==> src/rtl/el_scan_driver_if.sv <==
// Nibble stream between a pixel/pattern generator and the EL scan driver.
// The driver owns pix_ready; the source must answer in the same cycle.
interface el_scan_driver_if;
  logic [3:0] pix_data;
  logic       pix_valid;
  logic       pix_ready;

  modport master (output pix_data, output pix_valid, input pix_ready);
  modport slave  (input pix_data, input pix_valid, output pix_ready);
endinterface

==> src/rtl/el_scan_driver.sv <==
// EL panel timing master: divides Vclk into panel slots, scans lines/frames,
// pulls one nibble per active slot and drives registered VCLK/HS/VS/D.
module el_scan_driver #(
  parameter int H_ACTIVE = 80,
  parameter int H_BLANK  = 4,
  parameter int V_ACTIVE = 240,
  parameter int V_BLANK  = 2,
  parameter int CLK_DIV  = 4
) (
  input  logic                 Vclk,
  input  logic                 rst,
  el_scan_driver_if.slave      pix,
  input  logic                 underrun_clr,
  output logic                 frame_start,
  output logic                 line_odd,
  output logic                 underrun,
  output logic                 VCLK,
  output logic                 HS,
  output logic                 VS,
  output logic [3:0]           D
);
  localparam int H_TOTAL = H_ACTIVE + H_BLANK;
  localparam int V_TOTAL = V_ACTIVE + V_BLANK;
  localparam int DW = $clog2(CLK_DIV);
  localparam int HW = $clog2(H_TOTAL);
  localparam int VW = $clog2(V_TOTAL);

  localparam logic [DW-1:0] DIV_LAST = DW'(CLK_DIV - 1);
  localparam logic [DW-1:0] DIV_HALF = DW'(CLK_DIV / 2);
  localparam logic [HW-1:0] H_LAST   = HW'(H_TOTAL - 1);
  localparam logic [HW-1:0] H_ACT    = HW'(H_ACTIVE);
  localparam logic [VW-1:0] V_LAST   = VW'(V_TOTAL - 1);
  localparam logic [VW-1:0] V_ACT    = VW'(V_ACTIVE);

  localparam logic [1:0] ST_ACTIVE = 2'd0;
  localparam logic [1:0] ST_HBLANK = 2'd1;
  localparam logic [1:0] ST_VBLANK = 2'd2;

  logic [DW-1:0] div_reg, div_next;
  logic [HW-1:0] hcnt_reg, hcnt_next;
  logic [VW-1:0] vcnt_reg, vcnt_next;
  logic [1:0]    state_reg, state_next;
  logic [3:0]    d_reg, d_next;
  logic          vclk_reg, hs_reg, vs_reg, line_odd_reg, underrun_reg;
  logic          tick, fetch, take, miss;

  assign tick = (div_reg == DIV_LAST);

  // Everything below is evaluated for the slot being entered on this tick.
  always_comb begin
    div_next  = tick ? '0 : div_reg + 1'b1;
    hcnt_next = hcnt_reg;
    vcnt_next = vcnt_reg;
    if (tick) begin
      if (hcnt_reg == H_LAST) begin
        hcnt_next = '0;
        vcnt_next = (vcnt_reg == V_LAST) ? '0 : vcnt_reg + 1'b1;
      end else begin
        hcnt_next = hcnt_reg + 1'b1;
      end
    end
    if (vcnt_next >= V_ACT)
      state_next = ST_VBLANK;
    else if (hcnt_next >= H_ACT)
      state_next = ST_HBLANK;
    else
      state_next = ST_ACTIVE;
  end

  assign fetch = tick && (state_next == ST_ACTIVE);
  assign take  = fetch && pix.pix_valid;
  assign miss  = fetch && !pix.pix_valid;

  // A missed fetch blanks the slot rather than stalling the scan.
  genvar gi;
  generate
    for (gi = 0; gi < 4; gi++) begin : g_dbit
      assign d_next[gi] = take & pix.pix_data[gi];
    end
  endgenerate

  always_ff @(posedge Vclk or posedge rst) begin
    if (rst) begin
      div_reg      <= '0;
      hcnt_reg     <= H_LAST;
      vcnt_reg     <= V_LAST;
      state_reg    <= ST_VBLANK;
      d_reg        <= '0;
      vclk_reg     <= 1'b0;
      hs_reg       <= 1'b0;
      vs_reg       <= 1'b0;
      line_odd_reg <= 1'b0;
      underrun_reg <= 1'b0;
    end else begin
      div_reg   <= div_next;
      hcnt_reg  <= hcnt_next;
      vcnt_reg  <= vcnt_next;
      state_reg <= state_next;
      // VCLK falls at each slot boundary so D is stable around the panel's sampling edge.
      vclk_reg  <= (state_next == ST_ACTIVE) && (div_next >= DIV_HALF);
      if (tick) begin
        d_reg        <= d_next;
        hs_reg       <= (hcnt_next == H_ACT);
        vs_reg       <= (vcnt_next == V_ACT);
        line_odd_reg <= vcnt_next[0];
      end
      if (miss)
        underrun_reg <= 1'b1;
      else if (underrun_clr)
        underrun_reg <= 1'b0;
    end
  end

  assign pix.pix_ready = fetch;
  assign frame_start   = tick && (hcnt_next == '0) && (vcnt_next == '0);
  assign line_odd      = line_odd_reg;
  assign underrun      = underrun_reg;
  assign VCLK          = vclk_reg;
  assign HS            = hs_reg;
  assign VS            = vs_reg;
  assign D             = d_reg;

endmodule

==> src/flat_wrapper.sv <==
// flat-port wrapper written by rule: the top's interface ports become plain ports
module el_scan_driver_flat 
#(
  parameter int H_ACTIVE = 80,
  parameter int H_BLANK  = 4,
  parameter int V_ACTIVE = 240,
  parameter int V_BLANK  = 2,
  parameter int CLK_DIV  = 4
)
  (Vclk, rst, underrun_clr, frame_start, line_odd, underrun, VCLK, HS, VS, D, pix_pix_data, pix_pix_valid, pix_pix_ready);
  el_scan_driver_if pix_i ();
  input  logic Vclk;
  input  logic rst;
  input  logic underrun_clr;
  output logic frame_start;
  output logic line_odd;
  output logic underrun;
  output logic VCLK;
  output logic HS;
  output logic VS;
  output logic [3:0] D;
  input wire logic [$bits(pix_i.pix_data)-1:0] pix_pix_data;
  input wire logic [$bits(pix_i.pix_valid)-1:0] pix_pix_valid;
  output wire logic [$bits(pix_i.pix_ready)-1:0] pix_pix_ready;
  assign pix_i.pix_data = pix_pix_data;
  assign pix_i.pix_valid = pix_pix_valid;
  assign pix_pix_ready = pix_i.pix_ready;
  el_scan_driver #(.H_ACTIVE(H_ACTIVE), .H_BLANK(H_BLANK), .V_ACTIVE(V_ACTIVE), .V_BLANK(V_BLANK), .CLK_DIV(CLK_DIV)) u_core (.Vclk(Vclk), .rst(rst), .pix(pix_i), .underrun_clr(underrun_clr), .frame_start(frame_start), .line_odd(line_odd), .underrun(underrun), .VCLK(VCLK), .HS(HS), .VS(VS), .D(D));
endmodule
==> config.mk <==
export PLATFORM = sky130hd
export DESIGN_NAME = el_scan_driver_flat
export DESIGN_NICKNAME = d
export VERILOG_FILES = /design/src/rtl/el_scan_driver_if.sv /design/src/rtl/el_scan_driver.sv /design/src/flat_wrapper.sv
export SDC_FILE = /design/constraint.sdc
export NUM_CORES = 1
export LEC_CHECK = 0
export CAP_MARGIN = 20
export CORE_UTILIZATION = 55
export CTS_BUF_LIST = sky130_fd_sc_hd__clkbuf_4 sky130_fd_sc_hd__clkbuf_8
export DETAILED_ROUTE_END_ITERATION = 6
export PLACE_DENSITY = 0.79
export SETUP_SLACK_MARGIN = 0.02
export SLEW_MARGIN = 15
export SYNTH_ARGS = -nofsm -noshare
export SYNTH_HDL_FRONTEND = slang
export SYNTH_SLANG_ARGS = --single-unit
export TNS_END_PERCENT = 1
==> constraint.sdc <==
create_clock -name Vclk -period 3.5 [get_ports Vclk]
set_input_delay 0.7 -clock Vclk [delete_from_list [all_inputs] [get_ports Vclk]]
set_output_delay 0.7 -clock Vclk [all_outputs]
set_load 0.01 [all_outputs]
==> flow_summary.json <==
{
  "status": "completed",
  "clock_path_buffers": 2,
  "clkTransAtPathRegs_ns": 0.14,
  "die_x_microns": 55.3,
  "path_depth": 8,
  "fin_area_sq_mm": 0.00200,
  "num_vias": 1409,
  "end_kind": "output port",
  "post_dp_cell_area_sq_mm": 0.00184,
  "fin_util": 0.771,
  "grt-ovfl-total": 0,
  "cp-startpoint": "u_core.vcnt_reg[0]",
  "cp-start-kind": "flop",
  "worstPathArrival_ns": 2.68,
  "synthCells": 158,
  "required_ns": 2.80,
  "ys_types": 55,
  "ctsHoldBuffers": 0,
  "setup_violations": 0,
  "synth_ff_type": "dfrtp_1",
  "cap_violations": 0,
  "rsz0062_at_grt": "true",
  "min-delay-path-class": "flop to flop",
  "drv_slew": 0,
  "grt_pass1_wl_microns": 6190,
  "ys_seq_area_frac": 0.424,
  "slowest_delay_ns": 0.58,
  "path_delay_family": "simple AND/OR/NAND/NOR gates",
  "dpl.hpwl_microns": 2670,
  "gr-usage-all-layers": 0.254,
  "insertion_delay_ns": 0.33,
  "synth_top_area_frac": 0.272,
  "tightest_slew_ns": 0.459,
  "core_sq_mm": 0.00259,
  "initial_core_util": 0.603,
  "yosys-top-cells-count": "17 x dfrtp_1, 11 x inv_1, 11 x nand2_1, 9 x dfstp_2, 8 x nand3_1",
  "slowest_stage": "dfstp_2",
  "min_period_over_period": 0.965,
  "synth_nets": 170,
  "wirelength_microns": 3760,
  "dp_cells": 213,
  "ant_nets": 0,
  "vias_per_cell": 6.38,
  "ys_ff_latch": 26,
  "diodes": 0,
  "cts_buffers": 3,
  "synth_area_sq_mm": 0.00156,
  "firstDrtPassIters": 5,
  "p_leak_nw": 0.833,
  "maxSlewHeadroom": 0.693,
  "rows": 18,
  "synth_edf_count": 0,
  "place.gp.congestion": 0.933,
  "finalHoldViolCount": 0,
  "yosysTopAreaCell": "dfrtp_1",
  "avgSynthCellArea_sq_um": 9.88,
  "worstSetupPathType": "flop to output port",
  "peakVddDrop_mv": 0.248,
  "r2r_slack_ns": 1.02,
  "fillers": 180,
  "cts_tree": "built",
  "max_freq_mhz": 296,
  "dieHeight_microns": 55.3,
  "path_buf_inv": 2,
  "cts-root-buf": "clkbuf_4",
  "cts_sinks": 26,
  "ys.warnings.count": 0,
  "drc": 0,
  "crit_fanout": 3,
  "layout-drive-gt1-share": 0.288,
  "setup.worst_path.end": "frame_start",
  "yosys-top-cells-area": "dfrtp_1 27%, dfstp_2 15%, ha_1 3.2%",
  "final_cells": 221,
  "finClkSkew_ns": 0.00562,
  "ctsHtreeMaxLevel": 1,
  "ios": 19,
  "fin_nets": 204,
  "first_global_vias": 1327,
  "grt_max_degree": 27,
  "die-area_sq_mm": 0.00306,
  "port_buffers": 18,
  "drtIter0Drc": 79,
  "yosysMostFrequentCell": "dfrtp_1",
  "tns_ns": 0,
  "rr_worst_depth": 8,
  "r2r_end": "u_core.HS",
  "syn_to_final_growth_pct": 28.0,
  "p_per_area_mw_per_mm2": 247,
  "hold_ws_ns": 0.441,
  "grt_antenna_before_repair": 0,
  "multi_input_area_sq_um": 872,
  "wire_per_inst_microns": 17.0,
  "reg2reg_from": "u_core.hcnt_reg[1]",
  "crit_chain": "ha_4 > or3b_4 > buf_4 > a211oi_2 > a2bb2oi_2 > or3_4 > nor4_4 > buf_2",
  "largest_reg_flops": 8,
  "fin_crit_ns": 3.38,
  "async_flop_share": 1.00,
  "seqCellArea_sq_um": 662
}
## layout make-up
cell class | count | area share
Tap cell | 30 | 0.0188
Clock buffer | 4 | 0.0182
Multi-Input combinational cell | 112 | 0.436
Sequential cell | 26 | 0.331
Timing Repair Buffer | 38 | 0.175
Inverter | 11 | 0.0207
## layout by cell type (no fill, tap or decap), types with 2 or more instances in the layout
master,Yosys,layout
o41ai_1,2,2
xnor2_1,3,2
dfstp_2,9,9
buf_4,0,18
nor2_1,6,6
clkdlybuf4s50_1,0,16
dfrtp_1,17,17
clkbuf_4,0,3
nand3_1,8,7
a41o_1,2,2
nand4_1,4,4
a31oi_1,2,2
a211oi_1,3,2
o32ai_1,4,4
o21ai_0,6,6
xor2_1,3,3
nor2b_1,2,2
nand2_1,11,11
ha_1,4,2
a21oi_1,7,7
nor3_1,3,3
nor3b_1,3,3
nand3_2,1,2
o22ai_1,2,2
or3_1,3,2
mux2_2,2,2
and4_1,3,3
inv_1,11,11
## worst reg2reg max path, delay by kind of cell, from the launching register on
kind / cells / cell delay [ns]
buffers and inverters: 2 / 0.32
AOI/OAI and AO/OA: 2 / 0.37
adders and majority gates: 1 / 0.19
and+or+nand+nor: 3 / 0.97
DFF: 1 / 0.58
## repair_timing
| item | CTS | global route |
|---|---|---|
| endpoints found under the setup margin | 2 | 2 |
| gates resized for setup | 6 | 15 |
| pin swaps | 0 | 5 |
| setup buffers | 0 | 3 |
## metrics by stage
stage	setup WS, ns	power, mW
after floorplan	0.528	0.319
after global placement	0.0763	0.335
after detailed placement	0.0455	0.336
after CTS	-0.0431	0.491
after global routing	0.0117	0.511
final	0.123	0.493
## per-layer routing
metal  vias up  track usage  routed length (microns)
met4         0        0.104                       61
met2        43        0.392                     1760
met3         4       0.0375                      164
met1       693        0.359                     1770
met5         -            0                        0
li1        669            -                        -
## worst min-delay path by stage
stage,endpoint,depth (start not counted),slack (ns),from
finish,u_core.div_reg[0],1,0.44,u_core.div_reg[0]
CTS,u_core.div_reg[0],1,0.45,u_core.div_reg[0]
detailed placement,u_core.div_reg[0],1,0.43,u_core.div_reg[0]
floorplan,u_core.div_reg[0],1,0.40,u_core.div_reg[0]
global route,u_core.div_reg[0],1,0.47,u_core.div_reg[0]
global placement,u_core.div_reg[0],1,0.42,u_core.div_reg[0]
## cells by family (layout without fill, tap and decap cells)
kind of cell / count (synthesis) / count (layout) / synth area share
adder cells (fa/ha/maj): 4 / 4 / 0.0321
AO/OA/AOI/OAI: 38 / 38 / 0.175
XOR/XNOR: 6 / 6 / 0.0337
AND/OR/NAND/NOR: 61 / 61 / 0.247
buffers and inverters: 20 / 53 / 0.0641
multiplexers: 3 / 3 / 0.0240
flip-flops: 26 / 26 / 0.424
## report_power, final
| part | leakage, nW | internal (mW) | total, mW | switching [mW] |
|---|---|---|---|---|
| clock | 0.0210 | 0.0637 | 0.158 | 0.0947 |
| combinational | 0.501 | 0.0166 | 0.0287 | 0.0121 |
| sequential | 0.311 | 0.304 | 0.306 | 0.00157 |
| total | 0.833 | 0.384 | 0.493 | 0.108 |
Note: power is estimated with default switching activity, not from simulation.
